$ cat src/rtl/dds_ctrl_if.sv
// Host-side bundle for dds_ctrl: table-load stream, sweep controls, and the
// RAM/frequency/amplitude drive towards the DDS core.
interface dds_ctrl_if #(
  parameter int WIDTH   = 10,
  parameter int MAX_AMP = 8,
  parameter int DWELL_W = 16
);
  localparam int FW = WIDTH / 2;

  logic               load_start;
  logic               load_valid;
  logic [MAX_AMP-1:0] load_data;
  logic               load_ready;
  logic               sweep_start;
  logic [FW-1:0]      f_start;
  logic [FW-1:0]      f_step;
  logic [FW-1:0]      f_stop;
  logic [DWELL_W-1:0] dwell;
  logic               abort;
  logic [MAX_AMP-1:0] amp_in;
  logic               busy;
  logic               done;
  logic               ram_wr;
  logic [WIDTH-1:0]   ram_addr;
  logic [MAX_AMP-1:0] ram_data;
  logic [FW-1:0]      freq_cntrl;
  logic [MAX_AMP-1:0] amp_out;

  modport master (
    output load_start, load_valid, load_data, sweep_start,
           f_start, f_step, f_stop, dwell, abort, amp_in,
    input  load_ready, busy, done, ram_wr, ram_addr, ram_data,
           freq_cntrl, amp_out
  );

  modport slave (
    input  load_start, load_valid, load_data, sweep_start,
           f_start, f_step, f_stop, dwell, abort, amp_in,
    output load_ready, busy, done, ram_wr, ram_addr, ram_data,
           freq_cntrl, amp_out
  );
endinterface

$ cat src/rtl/dds_ctrl.sv
// DDS sequencer: streams a full waveform table into the DDS RAM and runs
// upward linear frequency sweeps with a per-step dwell.
module dds_ctrl #(
  parameter int WIDTH   = 10,
  parameter int MAX_AMP = 8,
  parameter int DWELL_W = 16
) (
  input  logic     clk,
  input  logic     res,
  dds_ctrl_if.slave bus
);
  localparam int FW = WIDTH / 2;
  localparam logic [WIDTH-1:0]   W_ONE  = 1;
  localparam logic [DWELL_W-1:0] DW_ONE = 1;

  typedef enum logic [1:0] {IDLE, LOAD, SWEEP, DONE} state_e;

  state_e             state_q, state_d;
  logic [WIDTH-1:0]   wcnt_q, wcnt_d;
  logic [FW-1:0]      freq_q, freq_d;
  logic [FW-1:0]      step_q, step_d;
  logic [FW-1:0]      stop_q, stop_d;
  logic               term_q, term_d;
  logic [DWELL_W-1:0] dwell_q, dwell_d;
  logic [DWELL_W-1:0] dcnt_q, dcnt_d;
  logic               ram_wr_q, ram_wr_d;
  logic [WIDTH-1:0]   addr_q, addr_d;
  logic [MAX_AMP-1:0] data_q, data_d;
  logic               busy_q, busy_d;
  logic               done_q, done_d;
  logic [MAX_AMP-1:0] amp_q, amp_d;

  logic               accept;
  logic [FW:0]        next_f;
  logic [DWELL_W-1:0] dwell_eff;
  logic               clamp;

  assign accept    = (state_q == LOAD) && bus.load_valid;
  assign next_f    = {1'b0, freq_q} + {1'b0, step_q};
  assign dwell_eff = (bus.dwell == '0) ? DW_ONE : bus.dwell;
  // The extra bit of next_f catches wrap past the top of the frequency word.
  assign clamp     = (step_q == '0) || next_f[FW] || (next_f >= {1'b0, stop_q});

  always_comb begin
    state_d  = state_q;
    wcnt_d   = wcnt_q;
    freq_d   = freq_q;
    step_d   = step_q;
    stop_d   = stop_q;
    term_d   = term_q;
    dwell_d  = dwell_q;
    dcnt_d   = dcnt_q;
    ram_wr_d = 1'b0;
    addr_d   = addr_q;
    data_d   = data_q;

    case (state_q)
      IDLE: begin
        if (bus.load_start) begin
          state_d = LOAD;
          wcnt_d  = '0;
        end else if (bus.sweep_start) begin
          state_d = SWEEP;
          freq_d  = bus.f_start;
          step_d  = bus.f_step;
          stop_d  = bus.f_stop;
          dwell_d = dwell_eff;
          dcnt_d  = dwell_eff;
          term_d  = (bus.f_start >= bus.f_stop);
        end
      end
      LOAD: begin
        if (bus.abort) begin
          state_d = IDLE;
        end else if (accept) begin
          ram_wr_d = 1'b1;
          addr_d   = wcnt_q;
          data_d   = bus.load_data;
          wcnt_d   = wcnt_q + W_ONE;
          if (wcnt_q == '1) state_d = DONE;
        end
      end
      SWEEP: begin
        if (bus.abort) begin
          state_d = IDLE;
        end else if (dcnt_q <= DW_ONE) begin
          if (term_q) begin
            state_d = DONE;
          end else begin
            dcnt_d = dwell_q;
            if (clamp) begin
              freq_d = stop_q;
              term_d = 1'b1;
            end else begin
              freq_d = next_f[FW-1:0];
            end
          end
        end else begin
          dcnt_d = dcnt_q - DW_ONE;
        end
      end
      DONE:    state_d = IDLE;
      default: state_d = IDLE;
    endcase

    busy_d = (state_d == LOAD) || (state_d == SWEEP);
    done_d = (state_d == DONE);
    // Mute while the table is being rewritten.
    amp_d  = (state_d == LOAD) ? '0 : bus.amp_in;
  end

  always_ff @(posedge clk) begin
    if (res) begin
      state_q  <= IDLE;
      wcnt_q   <= '0;
      freq_q   <= '0;
      step_q   <= '0;
      stop_q   <= '0;
      term_q   <= 1'b0;
      dwell_q  <= '0;
      dcnt_q   <= '0;
      ram_wr_q <= 1'b0;
      addr_q   <= '0;
      data_q   <= '0;
      busy_q   <= 1'b0;
      done_q   <= 1'b0;
      amp_q    <= '0;
    end else begin
      state_q  <= state_d;
      wcnt_q   <= wcnt_d;
      freq_q   <= freq_d;
      step_q   <= step_d;
      stop_q   <= stop_d;
      term_q   <= term_d;
      dwell_q  <= dwell_d;
      dcnt_q   <= dcnt_d;
      ram_wr_q <= ram_wr_d;
      addr_q   <= addr_d;
      data_q   <= data_d;
      busy_q   <= busy_d;
      done_q   <= done_d;
      amp_q    <= amp_d;
    end
  end

  assign bus.load_ready = (state_q == LOAD);
  assign bus.busy       = busy_q;
  assign bus.done       = done_q;
  assign bus.ram_wr     = ram_wr_q;
  assign bus.ram_addr   = addr_q;
  assign bus.ram_data   = data_q;
  assign bus.freq_cntrl = freq_q;
  assign bus.amp_out    = amp_q;
endmodule

$ cat src/flat_wrapper.sv
// flat-port wrapper written by rule: the top's interface ports become plain ports
module dds_ctrl_flat 
#(
  parameter int WIDTH   = 10,
  parameter int MAX_AMP = 8,
  parameter int DWELL_W = 16
)
  (clk, res, bus_load_start, bus_load_valid, bus_load_data, bus_sweep_start, bus_f_start, bus_f_step, bus_f_stop, bus_dwell, bus_abort, bus_amp_in, bus_load_ready, bus_busy, bus_done, bus_ram_wr, bus_ram_addr, bus_ram_data, bus_freq_cntrl, bus_amp_out);
  dds_ctrl_if #(.WIDTH(WIDTH), .MAX_AMP(MAX_AMP), .DWELL_W(DWELL_W)) bus_i ();
  input  logic clk;
  input  logic res;
  input wire logic [$bits(bus_i.load_start)-1:0] bus_load_start;
  input wire logic [$bits(bus_i.load_valid)-1:0] bus_load_valid;
  input wire logic [$bits(bus_i.load_data)-1:0] bus_load_data;
  input wire logic [$bits(bus_i.sweep_start)-1:0] bus_sweep_start;
  input wire logic [$bits(bus_i.f_start)-1:0] bus_f_start;
  input wire logic [$bits(bus_i.f_step)-1:0] bus_f_step;
  input wire logic [$bits(bus_i.f_stop)-1:0] bus_f_stop;
  input wire logic [$bits(bus_i.dwell)-1:0] bus_dwell;
  input wire logic [$bits(bus_i.abort)-1:0] bus_abort;
  input wire logic [$bits(bus_i.amp_in)-1:0] bus_amp_in;
  output wire logic [$bits(bus_i.load_ready)-1:0] bus_load_ready;
  output wire logic [$bits(bus_i.busy)-1:0] bus_busy;
  output wire logic [$bits(bus_i.done)-1:0] bus_done;
  output wire logic [$bits(bus_i.ram_wr)-1:0] bus_ram_wr;
  output wire logic [$bits(bus_i.ram_addr)-1:0] bus_ram_addr;
  output wire logic [$bits(bus_i.ram_data)-1:0] bus_ram_data;
  output wire logic [$bits(bus_i.freq_cntrl)-1:0] bus_freq_cntrl;
  output wire logic [$bits(bus_i.amp_out)-1:0] bus_amp_out;
  assign bus_i.load_start = bus_load_start;
  assign bus_i.load_valid = bus_load_valid;
  assign bus_i.load_data = bus_load_data;
  assign bus_i.sweep_start = bus_sweep_start;
  assign bus_i.f_start = bus_f_start;
  assign bus_i.f_step = bus_f_step;
  assign bus_i.f_stop = bus_f_stop;
  assign bus_i.dwell = bus_dwell;
  assign bus_i.abort = bus_abort;
  assign bus_i.amp_in = bus_amp_in;
  assign bus_load_ready = bus_i.load_ready;
  assign bus_busy = bus_i.busy;
  assign bus_done = bus_i.done;
  assign bus_ram_wr = bus_i.ram_wr;
  assign bus_ram_addr = bus_i.ram_addr;
  assign bus_ram_data = bus_i.ram_data;
  assign bus_freq_cntrl = bus_i.freq_cntrl;
  assign bus_amp_out = bus_i.amp_out;
  dds_ctrl #(.WIDTH(WIDTH), .MAX_AMP(MAX_AMP), .DWELL_W(DWELL_W)) u_core (.clk(clk), .res(res), .bus(bus_i));
endmodule
$ cat config.mk
export PLATFORM = sky130hd
export DESIGN_NAME = dds_ctrl_flat
export DESIGN_NICKNAME = d
export VERILOG_FILES = /design/src/rtl/dds_ctrl_if.sv /design/src/rtl/dds_ctrl.sv /design/src/flat_wrapper.sv
export SDC_FILE = /design/constraint.sdc
export NUM_CORES = 1
export LEC_CHECK = 0
export CAP_MARGIN = 20
export CORE_MARGIN = 2
export CORE_UTILIZATION = 35
export CTS_CLUSTER_DIAMETER = 30
export CTS_CLUSTER_SIZE = 14
export DETAILED_ROUTE_END_ITERATION = 10
export SLEW_MARGIN = 20
export SYNTH_ARGS = -nofsm -noshare
export SYNTH_HDL_FRONTEND = slang
export SYNTH_SLANG_ARGS = --single-unit
$ cat constraint.sdc
create_clock -name clk -period 8 [get_ports clk]
set_input_delay 1.2 -clock clk [delete_from_list [all_inputs] [get_ports clk]]
set_output_delay 1.2 -clock clk [all_outputs]
set_load 0.01 [all_outputs]
======== After elaboration in Yosys (flattened, before gate mapping) ========
Cells that the tools add are included.
operators by class
  equality and inequality tests ........... 16
  order comparisons ....................... 3
  divide/modulo/power cells ............... 0
  bitwise logic cells ..................... 3
  shift-type cells ........................ 0
  mux-type cells .......................... 35
  multipliers ............................. 0
  $add $sub $neg .......................... 3
  reduce and logical (&&, ||, !) cells .... 17
operators by type and width
  kind                   number
  $mux 16                6
  $pmux 16 s2            1
  $mux 10                3
  $mux 5                 6
  $pmux 10 s2            1
  $le 16x1->1 const B    1
  $logic_not 16->1       1
  $mux 2                 8
  $sub 16x1->16 const B  1
  $ne 2x2->1 const B     6
  $add 10x1->10 const B  1
  $eq 10x10->1 const B   1
  $pmux 5 s2             1
  $reduce_and 5->1       2
  $eq 2x2->1 const B     4
  $pmux 2 s4             1
  $mux 1                 7
  $add 5x5->6            1
  $ge 6x5->1             1
  $reduce_and 3->1       2
  $reduce_and 6->1       1
  $ge 5x5->1             1
  $logic_not 5->1        1
  $eq 2x1->1 const B     2
  11 further kinds       17
storage, ports and cells
  logic and storage cells ................. 91
  RAM bits ................................ 0
  ROM bits ................................ 0
  memories kept ........................... 0
  register bits after elaboration ......... 89
  latch bits .............................. 0

======== Depth between registers and ports, before layout ========
Gate-level depths: netlist (run 1).
  depth in word-level cells ............... 8
  gate-level depth with buffers ........... 14

======== Worst setup path before layout (run 1) ========
Ideal clock, no wire load.
  path kind ............................... flip-flop to flip-flop
  start ................................... reg u_core.freq_q[0] (netlist: u_core.bus.freq_cntrl[0])
  end ..................................... reg u_core.freq_q[1] (netlist: u_core.bus.freq_cntrl[1])
  setup slack ............................. 5,142 ps
  clock period less this slack ............ 2,858 ps
  stages on the path, launching flop included .. 15
  arrival time ............................ 2,738 ps
  buffers on the path ..................... 0
  cells stage by stage .................... dfxtp_1 -> ha_1 -> inv_1 -> fa_1 -> nor2b_1 -> o21ai_0 -> nand2b_1 -> xor2_1 -> ha_1 -> a211oi_1 -> nand2_1 -> a211oi_1 -> and2_1 -> nor3_1 -> o31a_1
between the ends
  longest elaborated chain between the ends .. 8
  elaborated cells between the ends (all ways) .. 9
  classes of those cells .................. add/sub (1); order compare (1); mux (5); reduce/logical (2)
RTL lines
  element                                                line             text
  start, declared                                        dds_ctrl.sv:20   logic [FW-1:0] freq_q, freq_d;
  start signal, assigned                                 dds_ctrl.sv:131  freq_q <= freq_d;
  $add 5x5->6 *                                          dds_ctrl.sv:39   assign next_f = {1'b0, freq_q} + {1'b0, step_q};
  $ge 6x5->1 / $logic_or 1x1->1 (equally long branches)  dds_ctrl.sv:42   assign clamp = (step_q == '0) || next_f[FW] || (next_f >= {1'b0, stop_q});
  $logic_or 1x1->1                                       dds_ctrl.sv:42
  $mux 5 *                                               dds_ctrl.sv:91   if (clamp) begin
  $mux 5 *                                               dds_ctrl.sv:87   if (term_q) begin
  $mux 5 *                                               dds_ctrl.sv:86   end else if (dcnt_q <= DW_ONE) begin
  $mux 5 *                                               dds_ctrl.sv:84   if (bus.abort) begin
  $pmux 5 s2 *                                           dds_ctrl.sv:57   case (state_q)
Mark *: on every way between the ends. The rest lies on a longest branch, timed or not. The select of a mux whose other input is x is not followed.
A chain may end at the register's enable or synchronous reset.

======== Worst setup path after layout (run 1) ========
  start ................................... in bus_sweep_start
  end ..................................... reg u_core.dcnt_q[15]
between the ends
  longest elaborated chain between the ends .. 2
RTL lines
  element                     line                text
  start, declared             flat_wrapper.sv:15  input wire logic [$bits(bus_i.sweep_start)-1:0] bus_sweep_start;
  $ne 2x2->1 (no line)        -
  $reduce_and 5->1 (no line)  -
  end signal, assigned        dds_ctrl.sv:136     dcnt_q <= dcnt_d;
  end, declared               dds_ctrl.sv:25      logic [DWELL_W-1:0] dcnt_q, dcnt_d;
Every way passes these cells.

==> results.json, run 1 <==
{
  "status": "finished clean",
  "synth_cell_types": 60,
  "route.met3.wl_um": 691,
  "synth-seq-cells": 89,
  "cts.repair.resized": 0,
  "worstHoldPathCells": 2,
  "crit_chain": "clkdlybuf4s50_1 > or3b_2 > a21oi_2 > o31a_2 > o21ai_0 > a22oi_1 > nor2_1",
  "reg2reg_from": "u_core.step_q[0]",
  "die_h_um": 118.0,
  "end_kind": "flop",
  "ys_top_cells_by_area": "dfxtp_1 (39%), nand2_1 (8.7%), a21oi_1 (7.5%)",
  "syn_area_sq_um": 4552,
  "grt_setup_unrepaired": "false",
  "dr.max_layer_used": "met4",
  "fmaxAchievable_ghz": 0.2939,
  "gp_congestion": 0.8600,
  "coreArea_sq_um": 12670,
  "syn_to_final_growth_pct": 27.57,
  "post_cts_buffers": 0,
  "htreeDepth": 3,
  "antenna_found_initial": 0,
  "drive_above_1_share": 0.07267,
  "max_stage_delay_ns": 0.56,
  "seq_area_frac_synth": 0.3914,
  "drt-met1-wl_mm": 5.590,
  "wl_met2_mm": 5.641,
  "r2r_setup_slack_ns": 4.68,
  "powerDensity_nw_per_um2": 198.9,
  "clkLatencyLatePin_ns": 0.35,
  "finClkSkew_ns": 0.007561,
  "root_buffer": "clkbuf_16",
  "die-area_sq_um": 13930,
  "maxSlewViolCount": 0,
  "synth_area_leader_cell": "dfxtp_1",
  "drt-total-wl_mm": 12.08,
  "cap_violations": 0,
  "cts_made_buffers": 9,
  "hold_violations": 0,
  "crit_arrival_ns": 3.61,
  "startpoint": "bus_sweep_start",
  "tritoncts": "yes",
  "cts_sinks": 89,
  "ys_warn_count": 0,
  "synth-async-reset-ratio": 0,
  "synth_ff_type": "dfxtp_1",
  "grt.overflow.total": 0,
  "die_x_um": 118.0,
  "r2r_end": "u_core.bus.freq_cntrl[2]",
  "synth.net_count": 633,
  "firstDrtPassIters": 4,
  "finalSetupTns_ns": 0,
  "io_buffers": 87,
  "fin_hold_ws_ns": 0.4567,
  "ios": 88,
  "cp_data_required_time_ns": 8.20,
  "clock_path_buffers": 2,
  "vias_per_cell": 5.135,
  "rows": 41,
  "antenna_cells": 0,
  "start_kind": "input pin",
  "ir_drop_mv": 0.1231,
  "drt_iter0_markers": 257,
  "hpwlAfterDp_mm": 8.158,
  "crit_type": "in -> reg",
  "grt_max_degree": 79,
  "synth_edf_count": 0,
  "fin_crit_sh": 0.4254,
  "finalSetupViolCount": 0,
  "worst_slack_ns": 4.597,
  "grt_pass1_vias": 4074,
  "avgRoutedWirePerCell_um": 15.00,
  "synth_top_area_share": 0.3914,
  "min_period_ns": 3.403,
  "hold_class": "reg -> reg",
  "syn_inst": 559,
  "initial_core_util": 0.3592,
  "crit_fanout": 13,
  "track_usage": 0.1779,
  "critPathSlowestCell": "a21oi_2",
  "worst-slew-pin-transition_ns": 0.8952,
  "critPathCapture": "u_core.dcnt_q[15]",
  "clk_pin_slew_worst_paths_ns": 0.07,
  "final_nets": 702,
  "p_total_uw": 1155,
  "syn_area_per_cell_sq_um": 8.143,
  "p_leak_uw": 0.002090,
  "num_vias": 4134,
  "max-slew-margin-rel": 0.4032,
  "drc": 0,
  "dp_slack_ns": 3.858,
  "r2r_cells": 14,
  "postRouteAntennaNets": 0,
  "grt_pass1_wl_mm": 20.14,
  "cts_hold_buf": 0
}
-- synthesized netlist by cell type, types with 5 or more instances --
cell type / count
a211oi_1: 16
nor4_1: 7
clkbuf_1: 24
a311oi_1: 5
nand4_1: 5
nand2_1: 106
nand2b_1: 6
ha_1: 20
dfxtp_1: 89
and2_1: 10
xor2_1: 8
a21oi_1: 68
inv_1: 19
o21ai_0: 13
nand3b_1: 5
nor2_1: 42
nor3_1: 13
nor2b_1: 7
nand3_1: 7
o211ai_1: 8
xnor2_1: 5
-- worst min-delay path by stage --
stage                                       from                     end  slack (ns)
after global routing      u_core.bus.ram_data[3]  u_core.bus.ram_data[3]        0.48
after CTS                     u_core.dwell_q[14]      u_core.dwell_q[14]        0.46
after global placement        u_core.dwell_q[15]      u_core.dwell_q[15]        0.44
after detailed placement        u_core.stop_q[1]        u_core.stop_q[1]        0.45
final                           u_core.stop_q[1]        u_core.stop_q[1]        0.46
after floorplan               u_core.dwell_q[10]      u_core.dwell_q[10]        0.44
-- kinds of logic after synthesis --
family | after synthesis | share of synthesized area
DFF | 89 | 0.3914
xor gates and xnor gates | 13 | 0.02501
buffers and inverters | 53 | 0.05140
AOI/OAI and AO/OA | 147 | 0.2128
and+or+nand+nor | 232 | 0.2512
muxes | 4 | 0.008796
adders and majority gates | 21 | 0.05937
-- report_power, final --
part           switching, uW  total (uW)  internal [uW]
clock network            200         426            226
logic                    138         244            106
registers               21.5         486            464
total                    359        1160            797
-- placed cells by master (no fill, tap or decap), drive strengths merged, types with 8 or more instances in the layout --
cell type,n
nor3,14
and2,10
nor2,43
clkdlybuf4s50,86
o21ai,15
ha,20
nor4,9
a211oi,19
dfxtp,89
xor2,8
nand2,108
a21oi,68
clkbuf,10
o211ai,10
inv,24
-- stage by stage --
step                  util  area (sq um)  instances
floorplan                -          4552        559
global placement    0.4349          5510        789
detailed placement  0.4349          5510        789
CTS                 0.4580          5803        805
global route        0.4583          5807        805
finish              0.4583          5807        805
-- sequential cells by signal, summed over array words and instances, names as in the netlist --
| register | flops |
|---|---|
| u_core.bus.amp_out | 8 |
| u_core.bus.busy | 1 |
| u_core.bus.done | 1 |
| u_core.bus.freq_cntrl | 5 |
| u_core.bus.ram_addr | 10 |
| u_core.bus.ram_data | 8 |
| u_core.bus.ram_wr | 1 |
| u_core.dcnt_q | 16 |
| u_core.dwell_q | 16 |
| u_core.state_q | 2 |
| u_core.step_q | 5 |
| u_core.stop_q | 5 |
| u_core.term_q | 1 |
| u_core.wcnt_q | 10 |
-- per-layer routing --
metal	vias up	global-route usage
met2	93	0.2907
met4	0	0.04895
met3	10	0.05475
met5	-	0
met1	1931	0.2267
li1	2100	-
-- worst max-delay path: cells and delay by family --
| family | cells | cell delay (ns) |
|---|---|---|
| buffers and inverters | 1 | 0.49 |
| and+or+nand+nor | 2 | 0.54 |
| AOI/OAI and AO/OA | 4 | 1.37 |
-- cell type report --
cell class                      instances  area, sq um
Clock buffer                           10        239.0
Clock inverter                          6        53.80
Fill cell                            1265         6864
Inverter                               19        71.32
Multi-Input combinational cell        417         2542
Sequential cell                        89         1782
Tap cell                              172        215.2
Timing Repair Buffer                   92        903.4
No activity file was read; power rests on OpenSTA's default activity.
==> run 2, diff against run 1 <==
==> constraint.sdc (replaced) <==
create_clock -name clk -period 2.8 [get_ports clk]
set_input_delay 0.42 -clock clk [delete_from_list [all_inputs] [get_ports clk]]
set_output_delay 0.42 -clock clk [all_outputs]
set_load 0.01 [all_outputs]
==> run 2 against run 1 <==
Compared with the run above: the flow now finishes with violations (negative setup slack); sequential power grew to 2.9 times the previous value; global-route usage is 0.076 points higher; utilization is 1.8 points higher; clock power grew to 2.8 times the previous value; wire length is 1.4% higher; final area is 3.9% higher; highest routed layer unchanged.
==> results.json, run 2 (synthesized netlist as in run 1, its figures left out) <==
{
  "crit_type": "reg -> reg",
  "max_stage_delay_ns": 0.56,
  "io_buffers": 87,
  "grt_pass1_wl_mm": 20.24,
  "ir_drop_mv": 0.3738,
  "track_usage": 0.1787,
  "hold_class": "reg -> reg",
  "hp-start": "u_core.bus.ram_addr[8]",
  "final_common_cell": "nand2_1",
  "finalSetupTns_ns": -0.002576,
  "cp_data_required_time_ns": 3.04,
  "route.met3.wl_um": 852,
  "min_period_ns": 2.803,
  "violations": "negative setup slack",
  "crit_arrival_ns": 3.04,
  "antenna_found_initial": 0,
  "firstDrtPassIters": 5,
  "die-area_sq_um": 13930,
  "drive_above_1_share": 0.1229,
  "vias_per_cell": 5.193,
  "grt_max_degree": 79,
  "p_total_uw": 3371,
  "finClkSkew_ns": 0.006009,
  "postRouteAntennaNets": 0,
  "num_vias": 4232,
  "dp_cells": 798,
  "clkLatencyLatePin_ns": 0.35,
  "finalSetupViolCount": 1,
  "start_kind": "flop",
  "avgRoutedWirePerCell_um": 15.03,
  "wl_met2_mm": 5.868,
  "maxSlewViolCount": 0,
  "drc": 0,
  "hpwlAfterDp_mm": 8.452,
  "htreeDepth": 3,
  "p_leak_uw": 0.002178,
  "powerDensity_nw_per_um2": 558.6,
  "r2r_cells": 9,
  "fin_area_sq_um": 6036,
  "placed_area_sq_um": 5608,
  "clock_path_buffers": 2,
  "crit_fanout": 6,
  "crit_chain": "ha_1 > a21o_1 > a21oi_2 > xnor2_2 > ha_1 > o211ai_1 > and2_4 > nor3_2 > o31a_1",
  "clk_pin_slew_worst_paths_ns": 0.06,
  "rows": 41,
  "die_h_um": 118.0,
  "status": "complete, but fails checks",
  "drt_iter0_markers": 225,
  "coreArea_sq_um": 12670,
  "cts_made_buffers": 9,
  "layout_common_cells": "nand2_1 (105), clkdlybuf4s50_1 (86), dfxtp_1 (86)",
  "root_buffer": "clkbuf_16",
  "cts_sinks": 89,
  "max-slew-margin-rel": 0.3694,
  "grt_pass1_vias": 4129,
  "fmaxAchievable_ghz": 0.3568,
  "worst_slack_ns": -0.002576,
  "startpoint": "u_core.bus.freq_cntrl[1]",
  "path_common_cell": "ha_1",
  "reg2reg_from": "u_core.bus.freq_cntrl[1]",
  "hold_violations": 0,
  "cts_hold_buf": 0,
  "end_kind": "flop",
  "die_x_um": 118.0,
  "biggestRegsByFlops": "u_core.dcnt_q x16, u_core.dwell_q x16",
  "dr.max_layer_used": "met4",
  "fin_crit_sh": 1.001,
  "final_nets": 713,
  "ios": 88,
  "grt.overflow.total": 0,
  "layout.cells.non_filler": 815,
  "drt-met1-wl_mm": 5.298,
  "worstHoldPathCells": 2,
  "gp_congestion": 0.8869,
  "initial_core_util": 0.3592,
  "critPathSlowestCell": "o211ai_1",
  "grt_setup_unrepaired": "true",
  "tritoncts": "yes",
  "antenna_cells": 0,
  "syn_to_final_growth_pct": 32.60,
  "drt-total-wl_mm": 12.25,
  "cap_violations": 0,
  "worst-slew-pin-transition_ns": 0.9459
}
==> run 2: cell types whose count changed in the layout (fill, tap and decap cells not counted), moves of 3 or more <==
cell / previous run / this run
buf_4: 5 / 14
a211oi_2: 3 / 8
dfxtp_1: 89 / 86
inv_6: 4 / 1
a211oi_1: 16 / 11
==> run 2: routing by layer <==
layer	up-vias	global-route usage
met4	0	0.06099
met1	1992	0.2158
met2	108	0.2947
met3	18	0.06298
li1	2114	-
met5	-	0
==> run 2: where the power goes <==
group,switching (uW),internal [uW]
clock,518,691
combinational,431,345
sequential,60.0,1330
==> run 2: final timing paths <==
check | endpoint | slack [ns]
setup / recovery | u_core.bus.freq_cntrl[1] | -0.003
hold / removal | u_core.bus.ram_addr[8] | 0.45
setup reg to reg | u_core.bus.freq_cntrl[1] | -0.003
hold reg to reg | u_core.bus.ram_addr[8] | 0.45
==> run 2: worst max-delay path: cells and delay by family, from the launching register on <==
| kind | cells | cell delay [ns] |
|---|---|---|
| AO/OA/AOI/OAI | 4 | 1.27 |
| adder cells (fa/ha/maj) | 2 | 0.56 |
| AND/OR/NAND/NOR | 2 | 0.36 |
| flip-flops | 1 | 0.34 |
| XOR/XNOR | 1 | 0.16 |
==> run 2: repair_timing <==
item                                    CTS  global route
endpoints found under the setup margin    3             6
resized for setup                         1            26
buffers inserted                          0             2
pin swaps                                 1            18
==> run 2: layout make-up <==
class,instances,area [sq um]
flip-flops and latches,89,1790
clock inverters,6,68.82
clock buffers,9,225.2
multi-input cells,417,2654
inverters,19,71.32
well taps,172,215.2
repair buffers,103,1011
fillers,1244,6635
==> run 2: through the flow <==
step                        util  worst slack [ns]  hold WS, ns
final                     0.4764         -0.002576       0.4539
after global routing      0.4764           -0.1002       0.4714
after floorplan                -           0.08827       0.4357
after global placement    0.4426            0.1352       0.4420
after CTS                 0.4660         -0.009085       0.4566
after detailed placement  0.4426          0.008667       0.4494
==> run 3, diff against run 2 <==
--- a/config.mk
+++ b/config.mk
@@ -5,9 +5,10 @@
 export SDC_FILE = /design/constraint.sdc
 export NUM_CORES = 1
 export LEC_CHECK = 0
-export CAP_MARGIN = 20
+export CAP_MARGIN = 15
 export CORE_MARGIN = 2
 export CORE_UTILIZATION = 35
+export CTS_BUF_LIST = sky130_fd_sc_hd__clkbuf_16
 export CTS_CLUSTER_DIAMETER = 30
 export CTS_CLUSTER_SIZE = 14
 export DETAILED_ROUTE_END_ITERATION = 10
==> constraint.sdc (replaced) <==
create_clock -name clk -period 3.45 [get_ports clk]
set_input_delay 0.5175 -clock clk [delete_from_list [all_inputs] [get_ports clk]]
set_output_delay 0.5175 -clock clk [all_outputs]
set_load 0.01 [all_outputs]
==> run 3 against run 2 <==
Compared with the run above: the run now ends clean; sequential power fell by 19%; register-to-register slack improved by 0.51 ns; global-route usage fell by 0.58 points; critical path depth rose by 6; power fell by 22%; utilization fell by 1.6 points; setup slack improved by 0.51 ns; final area fell by 3.3%; combinational power fell by 26%; clock power fell by 23%; largest cell class unchanged; largest power group unchanged; highest routed layer unchanged.
==> results.json, run 3 (synthesized netlist as in run 1, its figures left out) <==
{
  "status": "finished clean",
  "p_leak_uw": 0.002105,
  "grt.overflow.total": 0,
  "cts_hold_buf": 0,
  "final_common_cell": "nand2_1",
  "cts.repair.resized": 0,
  "hold_violations": 0,
  "gp_congestion": 0.8327,
  "fin_area_sq_um": 5834,
  "worstHoldPathCells": 2,
  "antenna_cells": 0,
  "worst-slew-pin-transition_ns": 0.8910,
  "max_stage_delay_ns": 0.40,
  "hpwlAfterDp_mm": 8.397,
  "clock_path_buffers": 2,
  "io_buffers": 87,
  "min_period_ns": 2.945,
  "biggestRegsByFlops": "u_core.dcnt_q x16, u_core.dwell_q x16",
  "wl_met2_mm": 5.480,
  "finalSetupViolCount": 0,
  "ios": 88,
  "dp_cells": 795,
  "cts_sinks": 89,
  "die_h_um": 118.0,
  "grt_pass1_wl_mm": 19.56,
  "drive_above_1_share": 0.07981,
  "layout.cells.non_filler": 811,
  "ir_drop_mv": 0.2141,
  "reg2reg_from": "u_core.bus.freq_cntrl[0]",
  "route.met3.wl_um": 682,
  "clk_pin_slew_worst_paths_ns": 0.06,
  "finalSetupTns_ns": 0,
  "htreeDepth": 3,
  "hp-start": "u_core.stop_q[2]",
  "fill_cells": 1279,
  "cap_violations": 0,
  "crit_chain": "ha_1 > inv_1 > fa_1 > nor2b_1 > o21ai_0 > nand2b_1 > xor2_1 > ha_1 > a211oi_1 > nand2_1 > a211oi_1 > buf_4 > and2_1 > a31oi_1 > a311oi_1",
  "clkLatencyLatePin_ns": 0.35,
  "post_cts_buffers": 0,
  "fmaxAchievable_ghz": 0.3395,
  "crit_arrival_ns": 3.19,
  "r2r_cells": 15,
  "r2r_end": "u_core.bus.freq_cntrl[2]",
  "layout_common_cells": "nand2_1 (106), dfxtp_1 (89), clkdlybuf4s50_1 (86)",
  "hold_class": "reg -> reg",
  "dr.max_layer_used": "met4",
  "maxSlewViolCount": 0,
  "cp_data_required_time_ns": 3.70,
  "postRouteAntennaNets": 0,
  "num_vias": 4164,
  "end_kind": "flop",
  "r2r_setup_slack_ns": 0.50,
  "root_buffer": "clkbuf_16",
  "drt_iter0_markers": 178,
  "crit_fanout": 6,
  "placed_area_sq_um": 5555,
  "avgRoutedWirePerCell_um": 14.46,
  "grt_max_degree": 27,
  "drt-met1-wl_mm": 5.358,
  "max-slew-margin-rel": 0.4060,
  "crit_type": "reg -> reg",
  "fin_hold_ws_ns": 0.4553,
  "drt-total-wl_mm": 11.73,
  "syn_to_final_growth_pct": 28.17,
  "drc": 0,
  "final_nets": 708,
  "track_usage": 0.1729,
  "grt_pass1_vias": 3933,
  "die-area_sq_um": 13930,
  "die_x_um": 118.0,
  "antenna_found_initial": 0,
  "rows": 41,
  "initial_core_util": 0.3592,
  "firstDrtPassIters": 5,
  "start_kind": "flop",
  "cts_made_buffers": 9,
  "powerDensity_nw_per_um2": 450.4,
  "vias_per_cell": 5.134,
  "grt_setup_unrepaired": "false",
  "tritoncts": "yes",
  "fin_crit_sh": 0.8538,
  "critPathSlowestCell": "fa_1",
  "coreArea_sq_um": 12670,
  "hold_path_end": "u_core.stop_q[2]",
  "finClkSkew_ns": 0.007345
}
==> run 3: cell types whose count changed in the layout (fill, tap and decap cells not counted), moves of 3 or more <==
cell      delta
a211oi_1     +5
a211oi_2     -5
buf_4        -3
dfxtp_1      +3
==> run 3: layout make-up <==
cell class              instances  area, sq um  share of cell area
multi-input cells             417         2539              0.4351
flip-flops and latches         89         1782              0.3054
clock buffers                   9        225.2             0.03860
clock inverters                 7        53.80            0.009222
repair buffers                 98        948.4              0.1626
inverters                      19        71.32             0.01222
well taps                     172        215.2             0.03689
==> run 3: report_power, final <==
part | internal [uW] | leakage (uW) | total [uW] | switching [uW]
sequential | 1080 | 0.000725 | 1130 | 48.2
combinational | 253 | 0.00125 | 572 | 319
clock | 493 | 0.000128 | 931 | 438
==> run 3: critical path: cells and delay by family (launching register included) <==
family,cells,cell delay (ns)
AO/OA/AOI/OAI,5,0.91
XOR/XNOR,1,0.09
adder cells (fa/ha/maj),3,0.76
buffers and inverters,2,0.23
flip-flops,1,0.35
AND/OR/NAND/NOR,4,0.50
==> run 3: how the worst max path moves through the flow <==
stage	cells after the start	startpoint	endpoint	slack, ns
4_1_cts	15	u_core.step_q[0]	u_core.bus.freq_cntrl[2]	0.49
6_report	15	u_core.bus.freq_cntrl[0]	u_core.bus.freq_cntrl[2]	0.50
5_1_grt	15	u_core.bus.freq_cntrl[0]	u_core.bus.freq_cntrl[2]	0.27
2_1_floorplan	14	u_core.bus.freq_cntrl[0]	u_core.bus.freq_cntrl[1]	0.59
3_3_place_gp	15	u_core.bus.freq_cntrl[0]	u_core.bus.freq_cntrl[0]	0.65
3_5_place_dp	15	u_core.step_q[0]	u_core.bus.freq_cntrl[2]	0.51
==> run 3: metrics by stage <==
stage / utilization / worst slack (ns) / total power (uW)
3_3_place_gp: 0.4384 / 0.6494 / 1712
5_1_grt: 0.4605 / 0.2687 / 2769
2_1_floorplan: - / 0.5922 / 1527
3_5_place_dp: 0.4384 / 0.5104 / 1722
4_1_cts: 0.4605 / 0.4897 / 2663
6_report: 0.4605 / 0.5045 / 2628
==> run 3: metal layers <==
metal | global-route usage | up-vias
met2 | 0.2791 | 86
met5 | 0 | -
li1 | - | 2112
met1 | 0.2208 | 1952
met4 | 0.06852 | 0
met3 | 0.04360 | 14
